File: config.mk
export PLATFORM = sky130hd
export DESIGN_NAME = ccm_scheduler_flat
export DESIGN_NICKNAME = d
export VERILOG_FILES = /design/src/rtl/ccm_scheduler_if.sv /design/src/rtl/ccm_scheduler.sv /design/src/flat_wrapper.sv
export SDC_FILE = /design/constraint.sdc
export NUM_CORES = 1
export LEC_CHECK = 0
export BUFFER_PORTS_ARGS = -buffer_cell sky130_fd_sc_hd__clkbuf_2
export CAP_MARGIN = 20
export CORE_ASPECT_RATIO = 2
export CORE_MARGIN = 2
export CORE_UTILIZATION = 56
export CTS_CLUSTER_SIZE = 16
export DETAILED_ROUTE_END_ITERATION = 12
export PLACE_DENSITY = 0.8
export SYNTH_ARGS = -nofsm -noshare
export SYNTH_HDL_FRONTEND = slang
export SYNTH_SLANG_ARGS = --single-unit
export TNS_END_PERCENT = 1
File: constraint.sdc
create_clock -name clk -period 3.4 [get_ports clk]
set_input_delay 0.34 -clock clk [delete_from_list [all_inputs] [get_ports clk]]
set_output_delay 0.34 -clock clk [all_outputs]
set_load 0.02 [all_outputs]
File: src/rtl/ccm_scheduler_if.sv
// ccm_scheduler_if: start/config, weight-fetch, CCM strobe and output
// handshake bundle between ccm_scheduler (master) and its environment (slave).
interface ccm_scheduler_if #(
    parameter int DIM_W = 9
);
    logic             start;
    logic [DIM_W-1:0] cfg_width;
    logic [DIM_W-1:0] cfg_height;
    logic             wgt_req;
    logic             wgt_ack;
    logic             Weight_en;
    logic             en;
    logic             en_output;
    logic [DIM_W-1:0] col;
    logic [DIM_W-1:0] row;
    logic             data_rd_en;
    logic             out_valid;
    logic             out_ready;
    logic             busy;
    logic             done;
    logic             cfg_err;

    modport master (
        input  start, cfg_width, cfg_height, wgt_ack, out_ready,
        output wgt_req, Weight_en, en, en_output, col, row, data_rd_en,
               out_valid, busy, done, cfg_err
    );

    modport slave (
        output start, cfg_width, cfg_height, wgt_ack, out_ready,
        input  wgt_req, Weight_en, en, en_output, col, row, data_rd_en,
               out_valid, busy, done, cfg_err
    );
endinterface

File: src/rtl/ccm_scheduler.sv
// ccm_scheduler: frame sequencer for the CCM. Fetches weights, walks the
// padded frame in raster order, tags pixels that complete a 3x3 window and
// tracks those tags through the CCM pipeline to drive out_valid.
// Optional macro CCM_SCHED_PERF_EN adds perf_cycles/perf_stalls counters.
//
// state  | meaning
// IDLE   | waiting for start; config checked here
// LOAD_W | wgt_req high until wgt_ack is seen
// RUN    | one pixel per non-stalled cycle, raster order
// DRAIN  | flushing the tag pipeline, PIPE_LAT advances
module ccm_scheduler #(
    parameter int PIPE_LAT = 3,
    parameter int DIM_W    = 9
) (
    input  logic               clk,
    input  logic               rst,
`ifdef CCM_SCHED_PERF_EN
    output logic [31:0]        perf_cycles,
    output logic [31:0]        perf_stalls,
`endif
    ccm_scheduler_if.master    bus
);
    localparam logic [1:0] IDLE   = 2'd0;
    localparam logic [1:0] LOAD_W = 2'd1;
    localparam logic [1:0] RUN    = 2'd2;
    localparam logic [1:0] DRAIN  = 2'd3;

    localparam int CNT_W = $clog2(PIPE_LAT + 1);

    logic [1:0]          state;
    logic [DIM_W-1:0]    col_q;
    logic [DIM_W-1:0]    row_q;
    logic [DIM_W-1:0]    width_q;
    logic [DIM_W-1:0]    height_q;
    logic [PIPE_LAT-1:0] tag_sr;
    logic [CNT_W-1:0]    drain_cnt;
    logic                weight_en_q;
    logic                done_q;
    logic                cfg_err_q;

    logic stall;
    logic run_en;
    logic advance;
    logic tag_in;
    logic cfg_ok;
    logic last_col;
    logic last_row;
    logic drain_last;

    // A pending result the sink refuses freezes the whole pipeline.
    assign stall      = tag_sr[PIPE_LAT-1] & ~bus.out_ready;
    assign run_en     = (state == RUN) & ~stall;
    assign advance    = run_en | ((state == DRAIN) & ~stall);
    assign tag_in     = run_en & (col_q >= DIM_W'(2)) & (row_q >= DIM_W'(2));
    assign cfg_ok     = (bus.cfg_width >= DIM_W'(3)) & (bus.cfg_height >= DIM_W'(3));
    assign last_col   = (col_q == width_q - DIM_W'(1));
    assign last_row   = (row_q == height_q - DIM_W'(1));
    assign drain_last = (drain_cnt == CNT_W'(1));

    // Sequencer state, frame size capture and raster position counters.
    always_ff @(posedge clk or posedge rst) begin
        if (rst) begin
            state     <= IDLE;
            width_q   <= '0;
            height_q  <= '0;
            col_q     <= '0;
            row_q     <= '0;
            drain_cnt <= '0;
        end else begin
            case (state)
                IDLE: begin
                    if (bus.start && cfg_ok) begin
                        state    <= LOAD_W;
                        width_q  <= bus.cfg_width;
                        height_q <= bus.cfg_height;
                        col_q    <= '0;
                        row_q    <= '0;
                    end
                end
                LOAD_W: begin
                    if (bus.wgt_ack) begin
                        state <= RUN;
                    end
                end
                RUN: begin
                    if (run_en) begin
                        if (last_col) begin
                            col_q <= '0;
                            if (last_row) begin
                                row_q     <= '0;
                                state     <= DRAIN;
                                drain_cnt <= CNT_W'(PIPE_LAT);
                            end else begin
                                row_q <= row_q + DIM_W'(1);
                            end
                        end else begin
                            col_q <= col_q + DIM_W'(1);
                        end
                    end
                end
                DRAIN: begin
                    if (advance) begin
                        drain_cnt <= drain_cnt - CNT_W'(1);
                        if (drain_last) begin
                            state <= IDLE;
                        end
                    end
                end
                default: state <= IDLE;
            endcase
        end
    end

    // Single-cycle strobes: weight latch, config error and frame done.
    always_ff @(posedge clk or posedge rst) begin
        if (rst) begin
            weight_en_q <= 1'b0;
            cfg_err_q   <= 1'b0;
            done_q      <= 1'b0;
        end else begin
            weight_en_q <= (state == LOAD_W) & bus.wgt_ack;
            cfg_err_q   <= (state == IDLE) & bus.start & ~cfg_ok;
            done_q      <= (state == DRAIN) & advance & drain_last;
        end
    end

    // Window tags ride alongside the CCM pipeline; the oldest one is out_valid.
    always_ff @(posedge clk or posedge rst) begin
        if (rst) begin
            tag_sr <= '0;
        end else if (advance) begin
            tag_sr <= (tag_sr << 1) | PIPE_LAT'(tag_in);
        end
    end

`ifdef CCM_SCHED_PERF_EN
    // Busy and stall cycle counters, cleared when a frame is accepted.
    always_ff @(posedge clk or posedge rst) begin
        if (rst) begin
            perf_cycles <= '0;
            perf_stalls <= '0;
        end else if (state == IDLE) begin
            if (bus.start && cfg_ok) begin
                perf_cycles <= '0;
                perf_stalls <= '0;
            end
        end else begin
            perf_cycles <= perf_cycles + 32'd1;
            if (stall) begin
                perf_stalls <= perf_stalls + 32'd1;
            end
        end
    end
`endif

    assign bus.wgt_req    = (state == LOAD_W);
    assign bus.Weight_en  = weight_en_q;
    assign bus.en         = run_en;
    assign bus.en_output  = run_en;
    assign bus.data_rd_en = run_en;
    assign bus.col        = col_q;
    assign bus.row        = row_q;
    assign bus.out_valid  = tag_sr[PIPE_LAT-1];
    assign bus.busy       = (state != IDLE);
    assign bus.done       = done_q;
    assign bus.cfg_err    = cfg_err_q;
endmodule

File: src/flat_wrapper.sv
// flat-port wrapper written by rule: the top's interface ports become plain ports
module ccm_scheduler_flat 
#(
    parameter int PIPE_LAT = 3,
    parameter int DIM_W    = 9
)
  (clk, rst, bus_start, bus_cfg_width, bus_cfg_height, bus_wgt_ack, bus_out_ready, bus_wgt_req, bus_Weight_en, bus_en, bus_en_output, bus_col, bus_row, bus_data_rd_en, bus_out_valid, bus_busy, bus_done, bus_cfg_err);
  ccm_scheduler_if #(.DIM_W(DIM_W)) bus_i ();
  input  logic clk;
  input  logic rst;
  input wire logic [$bits(bus_i.start)-1:0] bus_start;
  input wire logic [$bits(bus_i.cfg_width)-1:0] bus_cfg_width;
  input wire logic [$bits(bus_i.cfg_height)-1:0] bus_cfg_height;
  input wire logic [$bits(bus_i.wgt_ack)-1:0] bus_wgt_ack;
  input wire logic [$bits(bus_i.out_ready)-1:0] bus_out_ready;
  output wire logic [$bits(bus_i.wgt_req)-1:0] bus_wgt_req;
  output wire logic [$bits(bus_i.Weight_en)-1:0] bus_Weight_en;
  output wire logic [$bits(bus_i.en)-1:0] bus_en;
  output wire logic [$bits(bus_i.en_output)-1:0] bus_en_output;
  output wire logic [$bits(bus_i.col)-1:0] bus_col;
  output wire logic [$bits(bus_i.row)-1:0] bus_row;
  output wire logic [$bits(bus_i.data_rd_en)-1:0] bus_data_rd_en;
  output wire logic [$bits(bus_i.out_valid)-1:0] bus_out_valid;
  output wire logic [$bits(bus_i.busy)-1:0] bus_busy;
  output wire logic [$bits(bus_i.done)-1:0] bus_done;
  output wire logic [$bits(bus_i.cfg_err)-1:0] bus_cfg_err;
  assign bus_i.start = bus_start;
  assign bus_i.cfg_width = bus_cfg_width;
  assign bus_i.cfg_height = bus_cfg_height;
  assign bus_i.wgt_ack = bus_wgt_ack;
  assign bus_i.out_ready = bus_out_ready;
  assign bus_wgt_req = bus_i.wgt_req;
  assign bus_Weight_en = bus_i.Weight_en;
  assign bus_en = bus_i.en;
  assign bus_en_output = bus_i.en_output;
  assign bus_col = bus_i.col;
  assign bus_row = bus_i.row;
  assign bus_data_rd_en = bus_i.data_rd_en;
  assign bus_out_valid = bus_i.out_valid;
  assign bus_busy = bus_i.busy;
  assign bus_done = bus_i.done;
  assign bus_cfg_err = bus_i.cfg_err;
  ccm_scheduler #(.PIPE_LAT(PIPE_LAT), .DIM_W(DIM_W)) u_core (.clk(clk), .rst(rst), .bus(bus_i));
endmodule
==> implementation parameters, run 1 <==
Parameter                              Value

Setup path
  Category of the worst setup path capture point ... register
  Largest delay share family, worst path ... compound AO/OA/AOI/OAI gates
  Maximum fanout along the worst path ... 12
  Arrival time at the worst endpoint ... 3.16 ns
  Crit-path cells ... inv_1 > ha_1 > nor3b_2 > and3_1 > o2111ai_1 > a2111oi_2 > a2bb2oi_2 > buf_4 > nor2_1 > mux2_2
  Critical path data required time ... 3.60 ns
  Largest incremental delay on the critical path ... 0.46 ns
  Number of buffer and inverter instances along the worst setup path ... 2
  Worst setup path category ... register to register
  CP startpoint kind ... register
  Slowest cell on the critical path ... dfrtp_1

Route
  Initial DRT Pass Iterations ... 4
  Mean number of vias per cell ... 6.05
  Antenna-violating nets left ... 0
  Routed wire length ... 6700 µm
  DRC errors left ... 0
  Detailed Route Iter0 Violations ... 102
  Via count of the routed design ... 2412
  DR WL/cell ... 16.8 µm

Synth
  Primary flip-flop cell chosen by synthesis mapping ... dfrtp_1
  Synthesized net count ... 334
  Async set or reset register ratio after synthesis ... 100%
  Number of flops mapped to enable cells by yosys ... 0
  Number of warnings reported in the yosys synthesis log ... 0
  Total standard cell area after synthesis ... 2920 µm²
  Proportion of synthesized chip area in sequential cells ... 39.4%
  Syn_area_per_cell ... 9.73 µm²
  Post-Syn Instances ... 300
  Seq cells post-synth ... 46
  Number of distinct library cell variants in the gate-level netlist after synthesis ... 48

Floorplanning
  Number of cell rows ... 37
  Initial core utilization ... 57.3%
  Die area ... 5840 µm²
  Std-Cell Core Area ... 5090 µm²
  Die height ... 106 µm
  Die extent in x ... 55.1 µm
  Number of primary I/O pins ... 50

STA
  Fin Clk Skew ... 0.00323 ns
  Final number of hold-violating endpoints ... 0
  Sum Neg Setup Slack ... 0 ns
  Post-layout min period ... 2.96 ns
  Worst Max-Slew Pin Slew ... 0.960 ns
  Worst slew margin relative to its limit ... 35.9%
  Final number of setup-violating endpoints ... 0
  Max Slew Vio Count ... 0
  Share of the clock period used by the worst path after layout ... 87.2%
  RSZ-0062 raised after global routing ... false
  Highest clock frequency the design can meet ... 337 MHz

Run status
  Outcome ... finished, final reports clean

Place
  Port Buf Inserts ... 49
  Placer Congestion ... 0.811
  Post-place instance area ... 3170 µm²
  Post-DP HPWL ... 5110 µm

GRT
  Global-route wire length before repair ... 11000 µm
  Overall overflow remaining after global route ... 0
  GRT Overall Usage ... 26.0%
  Pin count of the biggest net entering global routing ... 47
  Number of antenna violations at the first check in global routing ... 0
  Via count of the first global-routing pass ... 2396

Clock tree
  Insertion delay of the later-clocked pin in the worst-skew pair ... 0.31 ns
  Setup Buffers After CTS ... 0
  Clock-pin transition on the worst setup and hold timing paths ... 0.08 ns
  Number of gates resized after CTS ... 0
  H-tree depth reported by CTS ... 2
  Clk Tree Root Cell ... clkbuf_8
  Number of clock sinks ... 46
  Post-CTS Hold Buffers ... 0
  Clock tree from TritonCTS ... yes
  Total clock buffers created by CTS ... 5
  Max Root-Sink Buffers ... 2

Final layout
  Post-layout util ... 63.8%
  Number of nets in the final layout ... 375
  Share of post-route cells with drive strength above 1 ... 24.9%
  Design Area, Final ... 3250 µm²
  # diodes ... 0
  Number of inserted filler cells in the final layout ... 465
  Area Growth Syn to Fin ... 11.2%

Power and ir drop
  Power per Cell Area ... 861 nW/µm²
  Leakage ... 1.61 nW
  Tot Pwr ... 2.80 mW
  Max rail drop VDD ... 0.618 mV

Min path
  Path type of the worst min-delay path ... primary input to async pin

Flow run
  Reported max-cap violation count ... 0
-- cell families (layout without fill, tap and decap cells) --
family	count (synthesis)	after routing	share of synthesized area (%)
compound gates	63	63	15.7
xor+xnor	22	22	6.60
fa+ha+maj	11	11	4.71
buf+inv	36	77	5.14
flops	46	46	39.4
mux	25	25	9.55
simple gates	97	97	18.9
-- synthesized netlist by cell type, types with 2 or more instances --
cell,number,area (µm²)
a31oi_1,3,18.8
a31o_2,2,17.5
buf_2,3,15.0
o211ai_1,8,60.1
and4_1,2,17.5
and3_1,10,62.6
nand2_1,20,75.1
nor2b_1,10,62.6
nand2b_1,3,18.8
dfrtp_1,46,1150
a22o_1,12,105
clkbuf_1,9,33.8
o31ai_1,2,15.0
nor4_4,2,42.5
inv_1,20,75.1
and2_1,3,18.8
nor4_1,4,25.0
ha_1,11,138
a211oi_1,2,15.0
buf_4,3,22.5
nand4_1,2,12.5
nor3_1,13,65.1
nor2_1,13,48.8
xor2_1,15,131
xnor2_1,7,61.3
o21ai_0,13,65.1
a21oi_1,9,45.0
mux2_1,3,33.8
mux2_2,20,225
mux2i_1,2,20.0
o211a_1,2,20.0
nand3_1,10,50.1
-- final cells by class --
type	count	area [µm²]	share of cell area, %
flip-flops and latches	46	1150	35.5
clock buffers	7	76.3	2.35
well taps	58	72.6	2.24
multi-input cells	218	1620	49.9
repair buffers	50	253	7.78
inverters	20	75.1	2.31
-- per-layer routing --
layer  global-route usage (%)  wire length [µm]  part of all wire (%)  up-vias
met1                     28.2              2490                    37     1173
met3                     4.35               221                   3.3       20
met4                     15.0               243                   3.6        0
li1                         -                 -                     -     1154
met2                     44.3              3750                    56       65
met5                        0                 0                     0        -
-- worst paths after layout --
kind,startpoint,end,cells past startpoint,slack [ns]
worst max register to register,u_core.width_q[0],u_core.bus.col[0],10,0.44
worst min-delay path,rst,u_core.width_q[7],2,0.23
min in group clk,bus_wgt_ack,u_core.bus.Weight_en,2,0.26
max in group asynchronous,rst,u_core.height_q[8],2,2.57
worst max-delay path,u_core.width_q[0],u_core.bus.col[0],10,0.44
worst min register to register,u_core.drain_cnt[0],u_core.drain_cnt[0],1,0.49
-- registers in the layout (all words and copies together) (netlist names), 2 cells and up --
| register | cells |
|---|---|
| u_core.drain_cnt | 2 |
| u_core.state | 2 |
| u_core.height_q | 9 |
| u_core.tag_sr | 3 |
| u_core.width_q | 9 |
| u_core.bus.row | 9 |
| u_core.bus.col | 9 |
-- through the flow --
step	setup WS, ns	std cells	hold slack (ns)
6_report	0.435	399	0.228
3_3_place_gp	0.548	392	0.474
3_5_place_dp	0.459	392	0.486
4_1_cts	0.434	399	0.258
5_1_grt	0.203	399	0.264
2_1_floorplan	0.969	300	0.447
-- layout by cell type (no fill, tap or decap), drive strengths merged, types with 2 or more instances in the layout --
master and instances:
o21ai 13, and4 2, nor2b 10, and3 10, clkbuf 56, xor2 15
and2 3, dfrtp 46, a21oi 9, a31o 2, inv 20, ha 11
a211oi 2, nand2b 3, nor3b 2, a22o 12, nor4 6, o211ai 8
mux2i 2, nand3 10, mux2 23, nand4 2, nor2 13, a31oi 3
o211a 2, nand2 20, nor3 13, xnor2 7, o31ai 2
-- power breakdown --
group	internal (mW)	switching [mW]	leakage, nW
registers	0.731	0.276	0.588
logic	0.635	0.831	0.980
clock network	0.142	0.181	0.0383
total	1.51	1.29	1.61
Note: power is estimated with default switching activity, not from simulation.
==> run 2, diff against run 1 <==
--- a/config.mk
+++ b/config.mk
@@ -9,10 +9,10 @@
 export CAP_MARGIN = 20
 export CORE_ASPECT_RATIO = 2
 export CORE_MARGIN = 2
-export CORE_UTILIZATION = 56
+export CORE_UTILIZATION = 51
 export CTS_CLUSTER_SIZE = 16
 export DETAILED_ROUTE_END_ITERATION = 12
-export PLACE_DENSITY = 0.8
+export PLACE_DENSITY = 0.76
 export SYNTH_ARGS = -nofsm -noshare
 export SYNTH_HDL_FRONTEND = slang
 export SYNTH_SLANG_ARGS = --single-unit
==> constraint.sdc (replaced) <==
create_clock -name clk -period 2.6 [get_ports clk]
set_input_delay 0.26 -clock clk [delete_from_list [all_inputs] [get_ports clk]]
set_output_delay 0.26 -clock clk [all_outputs]
set_load 0.02 [all_outputs]
==> implementation parameters, run 2 (synthesized netlist as in run 1, its figures left out) <==
Parameter                              Value

Route
  DRC errors left ... 0 (unchanged)
  Antenna-violating nets left ... 0 (unchanged)
  Via count of the routed design ... 2451 (+1.6%)
  Initial DRT Pass Iterations ... 4 (unchanged)
  Detailed Route Iter0 Violations ... 74 (-27%)
  Mean number of vias per cell ... 5.84 (-3.5%)
  Routed wire length ... 6890 µm (+2.8%)
  DR WL/cell ... 16.4 µm (-2.3%)

Clock tree
  Insertion delay of the later-clocked pin in the worst-skew pair ... 0.28 ns (-0.03 ns)
  Total clock buffers created by CTS ... 5 (unchanged)
  Clock tree from TritonCTS ... yes
  Clock-pin transition on the worst setup and hold timing paths ... 0.06 ns (-0.02 ns)
  Max Root-Sink Buffers ... 2 (unchanged)
  Clk Tree Root Cell ... clkbuf_16
  Number of clock sinks ... 46 (unchanged)
  H-tree depth reported by CTS ... 2 (unchanged)

Place
  Placer Congestion ... 0.876 (+8.1%)
  Post-place instance area ... 3260 µm² (+2.7%)
  Post-DP HPWL ... 5010 µm (-1.9%)
  Port Buf Inserts ... 49 (unchanged)
  Worst setup slack before clock tree synthesis ... -0.0267 ns (-0.486 ns)

Final layout
  Number of inserted filler cells in the final layout ... 452 (-2.8%)
  Number of nets in the final layout ... 392 (+4.5%)
  Post-layout util ... 64.2% (+0.43 points)
  Commonest cells after routing, fill and taps aside ... 49 x clkbuf_2, 45 x dfrtp_1, 20 x nand2_1, 20 x mux2_2, 17 x inv_1
  # diodes ... 0 (unchanged)
  Area Growth Syn to Fin ... 23.4%
  Share of post-route cells with drive strength above 1 ... 33.4% (+8.5 points)
  Most frequent standard cell in the layout excluding fill and tap cells ... clkbuf_2
  Design Area, Final ... 3600 µm² (+11%)

Setup path
  R2r worst-path depth ... 9 (-1)
  Largest delay share family, worst path ... simple AND/OR/NAND/NOR gates
  Startpoint of the most critical register-to-register path ... u_core.height_q[3]
  Category of the worst setup path capture point ... register
  Largest incremental delay on the critical path ... 0.49 ns (+0.03 ns)
  Critical path data required time ... 2.77 ns (-0.83 ns)
  Slowest cell on the critical path ... dfrtp_1
  Number of buffer and inverter instances along the worst setup path ... 2 (unchanged)
  Arrival time at the worst endpoint ... 2.68 ns (-0.48 ns)
  Crit-path cells ... nor4_4 > nand2_1 > xnor2_1 > o41ai_2 > and3_1 > buf_4 > nor3b_4 > buf_6 > mux2_4
  Worst setup path category ... register to register
  Register-to-register setup slack ... 0.09 ns (-0.34 ns)
  CP startpoint kind ... register
  FF-to-FF End ... u_core.bus.row[0]
  Maximum fanout along the worst path ... 12 (unchanged)

STA
  Max Slew Vio Count ... 0 (unchanged)
  Final number of setup-violating endpoints ... 0 (unchanged)
  RSZ-0062 raised after global routing ... true
  Share of the clock period used by the worst path after layout ... 96.5% (+9.3 points)
  Worst slew margin relative to its limit ... 53.5% (+18 points)
  Fin worst setup slack ... 0.0903 ns (-0.345 ns)
  Worst Max-Slew Pin Slew ... 0.694 ns (-0.266 ns)
  Highest clock frequency the design can meet ... 398 MHz (+18%)
  Sum Neg Setup Slack ... 0 ns (unchanged)
  Final number of hold-violating endpoints ... 0 (unchanged)
  Fin Clk Skew ... 0.00326 ns (+0.0000336 ns)
  Post-layout min period ... 2.51 ns (-0.455 ns)

Min path
  WHS Endpoint ... u_core.bus.Weight_en
  Path type of the worst min-delay path ... primary input to register
  Number of cells traversed by the worst hold path ... 2
  Hold path startpoint ... bus_wgt_ack

Floorplanning
  Die extent in x ... 57.5 µm (+4.4%)
  Std-Cell Core Area ... 5610 µm² (+10%)
  Number of primary I/O pins ... 50 (unchanged)
  Initial core utilization ... 52.0% (-5.3 points)
  Number of cell rows ... 39 (+5.4%)
  Die area ... 6380 µm² (+9.3%)
  Die height ... 111 µm (+4.6%)

Power and ir drop
  Leakage ... 1.77 nW (+9.9%)
  Max rail drop VDD ... 0.909 mV (+47%)
  Power per Cell Area ... 1220 nW/µm² (+42%)
  Tot Pwr ... 4.41 mW (+58%)

GRT
  Pin count of the biggest net entering global routing ... 29 (-38%)
  Via count of the first global-routing pass ... 2422 (+1.1%)
  Number of antenna violations at the first check in global routing ... 0 (unchanged)
  Global-route wire length before repair ... 11200 µm (+1.6%)
  Overall overflow remaining after global route ... 0 (unchanged)
  GRT Overall Usage ... 21.7% (-4.2 points)

Flow run
  Reported max-cap violation count ... 0 (unchanged)

Run status
  Outcome ... finished, final reports clean
[run 2: report_power, final]
part	switching, mW	internal [mW]	leakage [nW]	total (mW)
Sequential	0.331	0.960	0.587	1.29
Clock	0.261	0.435	0.0832	0.696
Combinational	1.28	1.14	1.10	2.42
Total	1.87	2.53	1.77	4.41
[run 2: how the worst max path moves through the flow]
stage,slack [ns],start,to,depth (start not counted)
after floorplan,0.17,u_core.width_q[0],u_core.state[1],9
after global placement,0.07,u_core.width_q[0],u_core.bus.row[0],10
after detailed placement,-0.03,u_core.width_q[1],u_core.bus.row[3],10
after CTS,0.009,u_core.width_q[1],u_core.bus.row[3],11
after global routing,-0.06,u_core.height_q[1],u_core.bus.row[0],11
final,0.09,u_core.height_q[3],u_core.bus.row[0],9
[run 2: repair_timing]
item                                    CTS  global route
endpoints found under the hold margin    18             0
pin swaps                                 0             7
gates resized for setup                   2            24
buffers inserted                          1             3
endpoints found under the setup margin    8            18
hold buffers                              1             0
gates cloned                              0             1
[run 2: metrics by stage]
| stage | hold WS (ns) | std cells |
|---|---|---|
| finish | 0.217 | 420 |
| global route | 0.217 | 420 |
| CTS | 0.217 | 416 |
| detailed placement | 0.286 | 406 |
| global placement | 0.277 | 406 |
| floorplan | 0.394 | 300 |
[run 2: per-layer routing]
metal	routed length [µm]	global-route usage, %	vias up
met1	2930	28.2	1179
met5	0	0	-
met4	75	6.51	0
met3	327	2.57	7
li1	-	-	1190
met2	3560	37.0	75
[run 2: area by class of cell]
cell class	instances	area (µm²)	share of cell area, %
tap	61	76.3	2.12
sequential	46	1150	32.0
timing repair buffer	67	395	11.0
multi-input combinational	218	1740	48.2
inverter	20	75.1	2.08
clock buffer	8	166	4.62
==> run 3, diff against run 2 <==
--- a/config.mk
+++ b/config.mk
@@ -10,6 +10,7 @@
 export CORE_ASPECT_RATIO = 2
 export CORE_MARGIN = 2
 export CORE_UTILIZATION = 51
+export CTS_BUF_LIST = sky130_fd_sc_hd__clkbuf_16
 export CTS_CLUSTER_SIZE = 16
 export DETAILED_ROUTE_END_ITERATION = 12
 export PLACE_DENSITY = 0.76
==> implementation parameters, run 3 (synthesized netlist as in run 1, its figures left out) <==
Parameter                              Value

STA
  Worst hold-check slack ... 0.216 ns (-0.00138 ns)
  Fin worst setup slack ... 0.0928 ns (+0.00250 ns)
  Post-layout min period ... 2.51 ns (-0.00250 ns)
  Fin Clk Skew ... 0.00355 ns (+0.000294 ns)
  Max Slew Vio Count ... 0 (unchanged)
  Worst slew margin relative to its limit ... 53.2% (-0.25 points)
  Share of the clock period used by the worst path after layout ... 96.4% (about the same)
  Final number of hold-violating endpoints ... 0 (unchanged)
  RSZ-0062 raised after global routing ... true
  Highest clock frequency the design can meet ... 399 MHz (about the same)
  Final number of setup-violating endpoints ... 0 (unchanged)
  Worst Max-Slew Pin Slew ... 0.698 ns (+0.00378 ns)

Clock tree
  H-tree depth reported by CTS ... 2 (unchanged)
  Total clock buffers created by CTS ... 5 (unchanged)
  Insertion delay of the later-clocked pin in the worst-skew pair ... 0.28 ns (about the same)
  Clk Tree Root Cell ... clkbuf_16
  Number of clock sinks ... 46 (unchanged)
  Clock tree from TritonCTS ... yes
  Clock-pin transition on the worst setup and hold timing paths ... 0.06 ns (about the same)
  Max Root-Sink Buffers ... 2 (unchanged)

Floorplanning
  Die height ... 111 µm (unchanged)
  Number of cell rows ... 39 (unchanged)
  Std-Cell Core Area ... 5610 µm² (unchanged)
  Die extent in x ... 57.5 µm (unchanged)
  Number of primary I/O pins ... 50 (unchanged)
  Die area ... 6380 µm² (unchanged)
  Initial core utilization ... 52.0% (unchanged)

Run status
  Outcome ... finished, final reports clean

Final layout
  Area Growth Syn to Fin ... 22.5%
  Share of post-route cells with drive strength above 1 ... 32.9% (-0.56 points)
  Design Area, Final ... 3580 µm² (-0.66%)
  Number of inserted filler cells in the final layout ... 456 (+0.88%)
  Number of nets in the final layout ... 392 (unchanged)
  Commonest cells after routing, fill and taps aside ... 49 x clkbuf_2, 45 x dfrtp_1, 20 x nand2_1, 20 x mux2_2, 17 x inv_1
  Most frequent standard cell in the layout excluding fill and tap cells ... clkbuf_2
  # diodes ... 0 (unchanged)
  Post-layout util ... 63.8% (-0.42 points)

GRT
  Pin count of the biggest net entering global routing ... 29 (unchanged)
  Via count of the first global-routing pass ... 2425 (+0.12%)
  Global-route wire length before repair ... 11200 µm (+0.19%)
  GRT Overall Usage ... 21.8% (+0.094 points)
  Number of antenna violations at the first check in global routing ... 0 (unchanged)
  Overall overflow remaining after global route ... 0 (unchanged)

Route
  DRC errors left ... 0 (unchanged)
  DR WL/cell ... 16.3 µm (-0.84%)
  Via count of the routed design ... 2479 (+1.1%)
  Initial DRT Pass Iterations ... 4 (unchanged)
  Detailed Route Iter0 Violations ... 79 (+6.8%)
  Antenna-violating nets left ... 0 (unchanged)
  Routed wire length ... 6840 µm (-0.84%)
  Mean number of vias per cell ... 5.90 (+1.1%)

Setup path
  Library cell appearing most often on the critical path ... buf_6
  Maximum fanout along the worst path ... 12 (unchanged)
  Category of the worst setup path capture point ... register
  Slowest cell on the critical path ... dfrtp_1
  Worst setup path category ... register to register
  Arrival time at the worst endpoint ... 2.68 ns (about the same)
  Largest delay share family, worst path ... simple AND/OR/NAND/NOR gates
  Crit-path cells ... nor4_4 > nand2_1 > xnor2_1 > o41ai_2 > and3_1 > buf_6 > nor3b_4 > buf_6 > mux2_4
  Number of buffer and inverter instances along the worst setup path ... 2 (unchanged)
  Critical path data required time ... 2.77 ns (about the same)
  Largest incremental delay on the critical path ... 0.48 ns (about the same)
  CP startpoint kind ... register

Power and ir drop
  Power per Cell Area ... 1210 nW/µm² (-1.2%)
  Leakage ... 1.75 nW (-0.88%)
  Max rail drop VDD ... 0.911 mV (+0.22%)

Place
  Post-place instance area ... 3260 µm² (unchanged)
  Post-DP HPWL ... 5010 µm (unchanged)
  Worst setup slack before clock tree synthesis ... -0.0267 ns (unchanged)
  Placer Congestion ... 0.876 (unchanged)
  Port Buf Inserts ... 49 (unchanged)

Min path
  Path type of the worst min-delay path ... primary input to register

Flow run
  Reported max-cap violation count ... 0 (unchanged)
-- run 3: what timing repair did --
| item | in CTS | in global routing |
|---|---|---|
| hold buffers | 1 | 0 |
| setup endpoints to repair | 8 | 18 |
| gates cloned | 0 | 1 |
| setup buffers | 1 | 3 |
| pin swaps | 0 | 7 |
| gates resized for setup | 2 | 26 |
| hold endpoints to repair | 18 | 0 |
-- run 3: report_power, final --
group	switching, mW	internal [mW]	leakage (nW)
Combinational	1.28	1.15	1.10
Sequential	0.333	0.960	0.587
Clock	0.255	0.346	0.0663
Total	1.87	2.45	1.75
-- run 3: per-layer routing --
metal,GRT usage (%),up-vias,routed length [µm]
met2,36.9,66,3500
met1,28.4,1217,2950
met3,2.57,10,287
met4,6.98,0,95
met5,0,-,0
li1,-,1186,-
-- run 3: worst paths after layout --
kind / startpoint / endpoint / slack (ns) / cells after the start
max: u_core.height_q[3] / u_core.bus.row[0] / 0.09 / 9
min: bus_wgt_ack / u_core.bus.Weight_en / 0.22 / 2
max reg2reg: u_core.height_q[3] / u_core.bus.row[0] / 0.09 / 9
min reg2reg: u_core.drain_cnt[0] / u_core.drain_cnt[0] / 0.49 / 1
max in group asynchronous: rst / u_core.width_q[2] / 1.30 / 4
min in group asynchronous: rst / u_core.height_q[8] / 0.54 / 3
-- run 3: worst reg2reg max path, delay by kind of cell (launching register included) --
| family | cells | cell delay [ns] |
|---|---|---|
| buffers and inverters | 2 | 0.32 |
| multiplexers | 1 | 0.25 |
| AND/OR/NAND/NOR | 4 | 0.84 |
| flip-flops | 1 | 0.48 |
| AO/OA/AOI/OAI | 1 | 0.36 |
| XOR/XNOR | 1 | 0.16 |
-- run 3: final cells by class --
type | instances | area, µm² | area share (%)
Timing Repair Buffer | 67 | 399 | 11.2
Inverter | 20 | 75.1 | 2.10
Sequential cell | 46 | 1150 | 32.2
Tap cell | 61 | 76.3 | 2.13
Clock buffer | 5 | 125 | 3.50
Clock inverter | 3 | 11.3 | 0.315
Multi-Input combinational cell | 218 | 1740 | 48.6
-- run 3: through the flow --
| step | setup TNS (ns) | cells | power [mW] |
|---|---|---|---|
| floorplan | 0 | 300 | 2.79 |
| global placement | 0 | 406 | 3.24 |
| detailed placement | -0.0870 | 406 | 3.36 |
| CTS | 0 | 416 | 4.00 |
| global route | -0.0542 | 420 | 4.63 |
| finish | 0 | 420 | 4.32 |
